$ cat src/rtl/prio_enc_pkg.sv
// Shared definitions for the round-robin / fixed-priority index serialiser.
// These are the FSM state encoding, the mode encoding and a width helper.
package prio_enc_pkg;

  typedef enum logic {
    ST_IDLE = 1'b0,
    ST_SCAN = 1'b1
  } state_t;

  localparam logic MODE_FIXED = 1'b0;
  localparam logic MODE_RR    = 1'b1;

  function automatic int clog2(input int v);
    int r;
    r = 0;
    while ((1 << r) < v) r = r + 1;
    return r;
  endfunction

endpackage

$ cat src/rtl/prio_scan.sv
// Circular find-first: searches vec from start, upward (dir=0) or downward (dir=1).
// The search wraps around the ends of the vector and never reports an index >= N.
module prio_scan #(
  parameter int N = 8,
  parameter int W = 3
) (
  input  logic [N-1:0] vec,
  input  logic [W-1:0] start,
  input  logic         dir,
  output logic         found,
  output logic [W-1:0] idx
);

  always_comb begin
    int p;
    p     = 0;
    found = 1'b0;
    idx   = '0;
    for (int k = 0; k < N; k++) begin
      if (dir) p = int'(start) - k;
      else     p = int'(start) + k;
      if (p >= N)     p = p - N;
      else if (p < 0) p = p + N;
      if (!found && vec[p[W-1:0]]) begin
        found = 1'b1;
        idx   = p[W-1:0];
      end
    end
  end

endmodule

$ cat src/rtl/prio_encoder_rr.sv
// Registered request-vector serialiser: emits one binary index per handshake for every
// set bit of an accepted vector, in fixed-priority or round-robin order.
module prio_encoder_rr
  import prio_enc_pkg::*;
#(
  parameter int  N         = 8,
  parameter bit  MSB_FIRST = 1'b0,
  localparam int W         = clog2(N)
) (
  input  logic         clk,
  input  logic         rst,
  input  logic         mode,
  input  logic [N-1:0] req_i,
  input  logic         req_valid,
  output logic         req_ready,
  output logic [W-1:0] idx_o,
  output logic [N-1:0] onehot_o,
  output logic         zero_o,
  output logic         last_o,
  output logic         out_valid,
  input  logic         out_ready
);

  state_t       state, state_nxt;
  logic [N-1:0] pending, pending_nxt;
  logic [W-1:0] ptr, ptr_nxt;
  logic         mode_q, mode_nxt;
  logic [W-1:0] idx_nxt;
  logic [N-1:0] onehot_nxt;
  logic         zero_nxt, last_nxt;

  logic [N-1:0] pend_clr, scan_vec, beat_onehot;
  logic [W-1:0] ptr_adv, ptr_hs, ptr_base, scan_start, scan_idx;
  logic         scan_mode, scan_dir, scan_found, beat_last;

  assign req_ready = (state == ST_IDLE);
  assign out_valid = (state == ST_SCAN);

  // Next beat is precomputed from the vector being accepted (IDLE) or from what remains
  // after the current beat retires (SCAN), so outputs can be registered with no bubble.
  assign pend_clr  = pending & ~onehot_o;
  assign ptr_adv   = (idx_o == W'(N - 1)) ? '0 : idx_o + W'(1);
  assign ptr_hs    = (mode_q == MODE_RR && !zero_o) ? ptr_adv : ptr;

  assign scan_vec   = (state == ST_IDLE) ? req_i : pend_clr;
  assign scan_mode  = (state == ST_IDLE) ? mode  : mode_q;
  assign ptr_base   = (state == ST_IDLE) ? ptr   : ptr_hs;
  assign scan_start = (scan_mode == MODE_RR) ? ptr_base : (MSB_FIRST ? W'(N - 1) : '0);
  assign scan_dir   = (scan_mode == MODE_FIXED) && MSB_FIRST;

  prio_scan #(.N(N), .W(W)) u_scan (
    .vec   (scan_vec),
    .start (scan_start),
    .dir   (scan_dir),
    .found (scan_found),
    .idx   (scan_idx)
  );

  // A zero vector also yields last, giving it exactly one beat.
  assign beat_last = ((scan_vec & (scan_vec - N'(1))) == '0);

  always_comb begin
    beat_onehot           = '0;
    beat_onehot[scan_idx] = scan_found;
  end

  always_comb begin
    state_nxt   = state;
    pending_nxt = pending;
    ptr_nxt     = ptr;
    mode_nxt    = mode_q;
    idx_nxt     = idx_o;
    onehot_nxt  = onehot_o;
    zero_nxt    = zero_o;
    last_nxt    = last_o;
    case (state)
      ST_IDLE: begin
        if (req_valid) begin
          state_nxt   = ST_SCAN;
          pending_nxt = req_i;
          mode_nxt    = mode;
          idx_nxt     = scan_idx;
          onehot_nxt  = beat_onehot;
          zero_nxt    = !scan_found;
          last_nxt    = beat_last;
        end
      end
      ST_SCAN: begin
        if (out_ready) begin
          ptr_nxt = ptr_hs;
          if (last_o) begin
            state_nxt   = ST_IDLE;
            pending_nxt = '0;
            idx_nxt     = '0;
            onehot_nxt  = '0;
            zero_nxt    = 1'b0;
            last_nxt    = 1'b0;
          end else begin
            pending_nxt = pend_clr;
            idx_nxt     = scan_idx;
            onehot_nxt  = beat_onehot;
            zero_nxt    = 1'b0;
            last_nxt    = beat_last;
          end
        end
      end
      default: state_nxt = ST_IDLE;
    endcase
  end

  always_ff @(posedge clk) begin
    if (rst) begin
      state    <= ST_IDLE;
      pending  <= '0;
      ptr      <= '0;
      mode_q   <= MODE_FIXED;
      idx_o    <= '0;
      onehot_o <= '0;
      zero_o   <= 1'b0;
      last_o   <= 1'b0;
    end else begin
      state    <= state_nxt;
      pending  <= pending_nxt;
      ptr      <= ptr_nxt;
      mode_q   <= mode_nxt;
      idx_o    <= idx_nxt;
      onehot_o <= onehot_nxt;
      zero_o   <= zero_nxt;
      last_o   <= last_nxt;
    end
  end

endmodule

$ cat config.mk
export PLATFORM = sky130hd
export DESIGN_NAME = prio_encoder_rr
export DESIGN_NICKNAME = d
export VERILOG_FILES = /design/src/rtl/prio_enc_pkg.sv /design/src/rtl/prio_scan.sv /design/src/rtl/prio_encoder_rr.sv
export SDC_FILE = /design/constraint.sdc
export NUM_CORES = 1
export LEC_CHECK = 0
export ABC_AREA = 1
export CAP_MARGIN = 5
export CORE_ASPECT_RATIO = 0.5
export CORE_MARGIN = 5
export CORE_UTILIZATION = 45
export CTS_CLUSTER_DIAMETER = 30
export CTS_CLUSTER_SIZE = 24
export DETAILED_ROUTE_END_ITERATION = 6
export GPL_TIMING_DRIVEN = 0
export PLACE_DENSITY = 0.63
export SETUP_SLACK_MARGIN = 0.4
export SLEW_MARGIN = 20
export SYNTH_ARGS = -nofsm -noshare
export SYNTH_HDL_FRONTEND = slang
export SYNTH_SLANG_ARGS = --single-unit
$ cat constraint.sdc
create_clock -name clk -period 3.85 [get_ports clk]
set_clock_uncertainty 0.05 [all_clocks]
set_input_delay 0.385 -clock clk [delete_from_list [all_inputs] [get_ports clk]]
set_output_delay 0.385 -clock clk [all_outputs]
set_load 0.03 [all_outputs]
# Word level (Yosys, flattened, before mapping)
# Cells that the tools add are included.
dict set report word_totals {
  output_inout_bits 15
  ff_bits 26
  in_bits 13
}
dict set report classes {
  bitwise 5
  n_mux 79
  add_sub_neg 25
  reduce_logical 22
  n_eq_ne 3
  n_lt_le_gt_ge 26
}
# op count
set ops {}
lappend ops {{3-bit two-way mux} 31}
lappend ops {{8-bit two-way mux} 7}
lappend ops {{3-bit by 4-bit < comparator with 1-bit output (second input constant)} 9}
lappend ops {{8-bit one-hot mux with 2 select lines} 2}
lappend ops {{4-bit greater-or-equal comparator (second input constant)} 7}
lappend ops {{4-bit by 1-bit < comparator with 1-bit output (second input constant)} 7}
lappend ops {{3-bit by 1-bit adder with 3-bit output (second input constant)} 9}
lappend ops {{1-bit two-way mux} 26}
lappend ops {{8-bit bitwise AND} 3}
lappend ops {{1-bit binary-select mux with 3-bit select} 8}
lappend ops {{3-bit by 1-bit subtractor with 3-bit output (second input constant)} 8}
lappend ops {{3-bit by 3-bit adder with 4-bit output (second input constant)} 4}
lappend ops {{1-bit logical AND} 9}
lappend ops {{1-bit zero test} 9}
lappend ops {{3-bit by 2-bit adder with 4-bit output (second input constant)} 2}
lappend ops {{8-bit zero test} 1}
lappend ops {{8-bit inverter} 1}
lappend ops {{8-bit by 1-bit subtractor with 8-bit output (second input constant)} 1}
lappend ops {{1-bit one-hot mux with 2 select lines} 3}
lappend ops {{3-bit one-hot mux with 2 select lines} 1}
lappend ops {{2-bit AND reduction} 3}
lappend ops {{3-bit by 1-bit adder with 4-bit output (second input constant)} 1}
lappend ops {{3-bit by 4-bit greater-or-equal comparator with 1-bit output (second input constant)} 1}
lappend ops {{2-bit != test (second input constant)} 2}
lappend ops {{5 further kinds} 5}

# Longest topological paths before layout
dict set report depth {
  depth_word 40
  ltp_mapped 25
  depth_no_buf 23
}

# Cells and area by module
# Synthesis repeated with hierarchy kept, for this count alone.
dict set report unflattened {
  hier_cells 398
  area_unflattened_um2 2343.5
}
# mod cells_per_inst area_each_um2 instances
set modules_own_cells {}
lappend modules_own_cells {prio_encoder_rr 213 1470.2 1}
lappend modules_own_cells {prio_scan 185 873.3 1}

# Least setup slack after synthesis
# OpenSTA, ideal clock, no wires.
dict set report synth_path {
  path_kind {reg2reg}
  from {register idx_o[0]}
  to {register onehot_o[1]}
  slack_ps 764
  stages_incl_launch_ff 25
  arrival_time_ps 2968
  period_less_slack_ps 3086
  setup_ps 68
  path_cell_list {dfxtp_1 -> ha_1 -> ha_1 -> nor2_1 -> nand2_1 -> nand3_2 -> nand2_2 -> buf_6 -> buf_6 -> ha_1 -> inv_1 -> nand3_1 -> nand3_1 -> nand2_1 -> nand2_1 -> nor2_2 -> nand2_2 -> inv_2 -> nor2_1 -> nand2_1 -> nor2_1 -> nand3_2 -> nor2_1 -> nand2_1 -> a21oi_2}
}
dict set report synth_between {
  elab_chain_len 40
}
# element line_no
set synth_lines {}
lappend synth_lines {{from (decl)} prio_encoder_rr.sv:16} ;# output logic [W-1:0] idx_o,
lappend synth_lines {{from (signal assigned)} prio_encoder_rr.sv:126} ;# idx_o <= idx_nxt;
lappend synth_lines {{3-bit by 1-bit adder with 3-bit output / 3-bit equality test (equally long branches)} prio_encoder_rr.sv:42} ;# assign ptr_adv = (idx_o == W'(N - 1)) ? '0 : idx_o + W'(1);
lappend synth_lines {{3-bit two-way mux (*)} prio_encoder_rr.sv:42}
lappend synth_lines {{3-bit two-way mux (*)} prio_encoder_rr.sv:43} ;# assign ptr_hs = (mode_q == MODE_RR && !zero_o) ? ptr_adv : ptr;
lappend synth_lines {{3-bit two-way mux (*)} prio_encoder_rr.sv:47} ;# assign ptr_base = (state == ST_IDLE) ? ptr : ptr_hs;
lappend synth_lines {{3-bit two-way mux (*)} prio_encoder_rr.sv:48} ;# assign scan_start = (scan_mode == MODE_RR) ? ptr_base : (MSB_FIRST ? W'(N - 1) : '0);
lappend synth_lines {{parallel branches: the longest is 31 deep, another holds 3-bit by 1-bit adder with 4-bit output} --}
lappend synth_lines {{8-bit bitwise AND (no line) (*)} --}
lappend synth_lines {{8-bit two-way mux} prio_encoder_rr.sv:91} ;# if (last_o) begin
lappend synth_lines {{8-bit two-way mux} prio_encoder_rr.sv:89} ;# if (out_ready) begin
lappend synth_lines {{8-bit one-hot mux with 2 select lines (*)} prio_encoder_rr.sv:76} ;# case (state)
lappend synth_lines {{to (signal assigned)} prio_encoder_rr.sv:127} ;# onehot_o <= onehot_nxt;
lappend synth_lines {{to (decl)} prio_encoder_rr.sv:17} ;# output logic [N-1:0] onehot_o,
# Mark *: on every way between the ends. The select of a mux whose other input is x is not followed.
# A chain may end at the register's enable or synchronous reset.

# Worst setup path in the final report
dict set report layout_path {
  from {register idx_o[0]}
  to {register onehot_o[2]}
}
# The elaborated chain is that of the path after synthesis.

==> results.json <==
{
  "slew_headroom": 0.641,
  "grt_pass1_vias": 2527,
  "cp-start-kind": "flop",
  "synth_area_um2": 2430,
  "wl_met1_um": 3900,
  "rsz0062_at_grt": "false",
  "dp_hpwl_um": 5910,
  "p_leak_uw": 0.00139,
  "hold_viol_final": 0,
  "r2r_slack_ns": 0.66,
  "synthCells": 410,
  "synth_warnings": 0,
  "status": "finished, final reports clean",
  "fillCellCount": 524,
  "slew_viol_final": 0,
  "place.port_buffers": 26,
  "muxShareOfSynthArea": 0,
  "switching_share": 0.424,
  "cts_buffer_depth": 2,
  "dr.max_layer_used": "met4",
  "grt_usage": 0.214,
  "intPower_uw": 609,
  "setup_viol": 0,
  "timing.rr.end": "onehot_o[2]$_SDFFE_PP0P_",
  "met2WireLength_um": 3370,
  "synth_fp_nets": 427,
  "avgRoutedWirePerCell_um": 14.6,
  "dr.pass1.iters": 6,
  "min_period_ns": 3.19,
  "yosys.area_share.simple": 0.500,
  "cts-root-buf": "clkbuf_8",
  "fin_crit_sh": 0.829,
  "grt_overflow_total": 0,
  "grt_pass1_wl_um": 12100,
  "synth_cell_types": 35,
  "clk_pin_slew_ns": 0.10,
  "yosys.area.top_type": "dfxtp_1",
  "max_freq_ghz": 0.313,
  "path_max_fanout": 10,
  "synth_top_family_by_area": "simple AND/OR/NAND/NOR gates",
  "synthTopCellsByArea": "dfxtp_1 (21%), nand2_1 (16%), nand3_1 (14%)",
  "numCtsBuffers": 3,
  "h-tree-depth": 1,
  "core_area_um2": 5070,
  "min_to": "onehot_o[5]$_SDFFE_PP0P_",
  "post-place-ws_ns": 0.183,
  "worst_slack_ns": 0.657,
  "tightestPinTransition_ns": 0.539,
  "seqPwrFrac": 0.295,
  "ys_seq_area_frac": 0.214,
  "grt_start_max_net_pins": 16,
  "r2r_cells": 22,
  "min_from": "rst",
  "r2r_start": "idx_o[0]$_SDFFE_PP0P_",
  "drt-total-wl_um": 7560,
  "die-area_um2": 7070,
  "num_rows": 18,
  "drc": 0,
  "initialDrtViolationCount": 245,
  "multi_input_area_um2": 1730,
  "min_path_type": "in -> reg",
  "p_sw_uw": 449,
  "antenna_cells": 0,
  "synth_xor_area_frac": 0.0170,
  "ant_nets": 0,
  "synthAdderAreaFrac": 0.0206,
  "finalPower_uw": 1060,
  "worstPathRequired_ns": 3.96,
  "critical_path_class": "reg -> reg",
  "arrival_ns": 3.30,
  "end_kind": "flop",
  "ctsHoldBuffers": 0,
  "nets": 464,
  "p_comb_frac": 0.488,
  "whs_path_depth": 2,
  "setup_tns_ns": 0,
  "p_per_area_nw_per_um2": 352,
  "register_area_um2": 526,
  "area_growth_syn_to_layout_pct": 23.6,
  "dieHeight_um": 62,
  "synth-seq-cells": 26,
  "cap_violations": 0,
  "power_frac_clock": 0.216,
  "cts_tree": "done",
  "io_pins": 28,
  "wl_met3_um": 280,
  "clkSinkCount": 26,
  "vdd_drop_max_uv": 280,
  "initial_utilization": 0.480,
  "detail_route.vias_per_cell": 5.40,
  "dr_total_vias": 2784,
  "die_w_um": 114,
  "synth_compound_area_frac": 0.131,
  "clkLatencyLatePin_ns": 0.28,
  "synth_top_area_frac": 0.214,
  "routabilityCongestion": 0.917,
  "drive_gt1_frac": 0.173,
  "avgSynthCellArea_um2": 5.94,
  "antenna_found_initial": 0
}
[critical path, stage by stage, from the launching register on]
cell,delay [ns]
dfxtp_4,0.37
ha_1,0.19
ha_1,0.19
nor2_1,0.11
nand2_2,0.10
nand3_4,0.10
nand2_2,0.07
buf_6,0.14
buf_6,0.14
ha_4,0.30
inv_2,0.06
nand2_1,0.10
nand3_2,0.10
nand2_4,0.10
nand3_4,0.08
nor2_4,0.19
nand4_1,0.14
nor2_2,0.16
nor2_1,0.07
nand3_1,0.11
nor2_1,0.06
nor2_1,0.10
nor2_1,0.04
[cell type report]
class                      count  share of cell area
clock buffer                   3              0.0137
sequential                    26               0.175
clock inverter                 1             0.00998
tap                           70              0.0291
buffer                        15              0.0349
timing repair buffer          32               0.101
inverter                      48              0.0611
multi-input combinational    321               0.575
[power by group through the flow]
stage | combinational, µW | sequential [µW] | clock, µW
after floorplan | 324 | 340 | 0
after global placement | 468 | 317 | 0
after detailed placement | 476 | 317 | 0
after CTS | 480 | 311 | 234
after global routing | 568 | 316 | 244
final | 517 | 313 | 229
[registers in the layout, indices dropped and copies added (netlist names)]
register and flops:
ptr 3, last_o 1, pending 8, mode_q 1, onehot_o 8, zero_o 1, out_valid 1, idx_o 3
[per-layer routing]
metal / GRT usage / vias to the layer above
met5: 0 / -
met4: 0.0220 / 0
met3: 0.0203 / 2
met2: 0.366 / 60
met1: 0.309 / 1301
li1: - / 1421
[worst max-delay path by stage]
stage	to	cells after the start	from
2_1_floorplan	onehot_o[1]$_SDFFE_PP0P_	24	idx_o[0]$_SDFFE_PP0P_
3_3_place_gp	onehot_o[2]$_SDFFE_PP0P_	19	mode
3_5_place_dp	onehot_o[6]$_SDFFE_PP0P_	19	mode
4_1_cts	onehot_o[6]$_SDFFE_PP0P_	22	idx_o[0]$_SDFFE_PP0P_
5_1_grt	onehot_o[2]$_SDFFE_PP0P_	22	idx_o[0]$_SDFFE_PP0P_
6_report	onehot_o[2]$_SDFFE_PP0P_	22	idx_o[0]$_SDFFE_PP0P_
[repair_timing]
action,in CTS,in global routing
pin swaps,0,9
resized for setup,2,21
setup endpoints to repair,4,12
buffers inserted,0,6
[stage by stage]
stage / hold slack [ns] / utilization / cell area, µm² / instances
final: 0.434 / 0.594 / 3010 / 516
after global routing: 0.451 / 0.594 / 3010 / 516
after CTS: 0.430 / 0.564 / 2860 / 510
after detailed placement: 0.441 / 0.549 / 2780 / 506
after global placement: 0.432 / 0.549 / 2780 / 506
after floorplan: 0.429 / - / 2430 / 410
[synthesized netlist by cell type]
cell type,instances
nor2_2,4
inv_2,4
inv_1,41
nand2_4,1
nor3_1,1
nand3_1,67
xnor2_1,1
nand4_1,7
o21ai_2,1
clkbuf_1,5
ha_1,4
buf_1,1
dfxtp_1,26
o22ai_1,2
nor2_1,49
nand2_1,105
o211ai_1,3
buf_2,3
clkinv_2,1
a21oi_1,20
a21boi_1,1
clkinv_1,1
a21oi_2,5
o21ai_0,16
a31oi_1,1
buf_6,5
a221oi_1,2
xor2_2,2
o21ai_1,4
nand3_2,11
buf_4,1
nor2_4,3
nand4_2,1
inv_4,1
nand2_2,10
[cell families (layout without fill, tap and decap cells)]
family / count (synthesis) / in the layout
xor+xnor: 3 / 3
buf+inv: 63 / 99
fa+ha+maj: 4 / 4
simple gates: 259 / 259
compound gates: 55 / 55
flops: 26 / 26
[cells in the final DEF (no fill, tap or decap), types with 2 or more instances in the layout]
cell and count:
inv_2 5, nand3_1 63, nand4_1 7, inv_1 40, ha_1 2, nand2_2 12, nand3_4 2, a21oi_1 20
o21ai_1 3, clkbuf_1 5, a21oi_2 5, xor2_4 2, o21ai_0 16, buf_6 6, nor2_4 3, ha_4 2
a221oi_1 2, nor2_2 5, nor2_1 48, dfxtp_1 24, buf_2 3, o211ai_1 3, nand3_2 13, nand2_1 102
buf_4 6, o22ai_1 2, clkdlybuf4s50_1 26, o21ai_2 2, clkbuf_8 3, nand2_4 2
(Power assumes the default switching activity.)
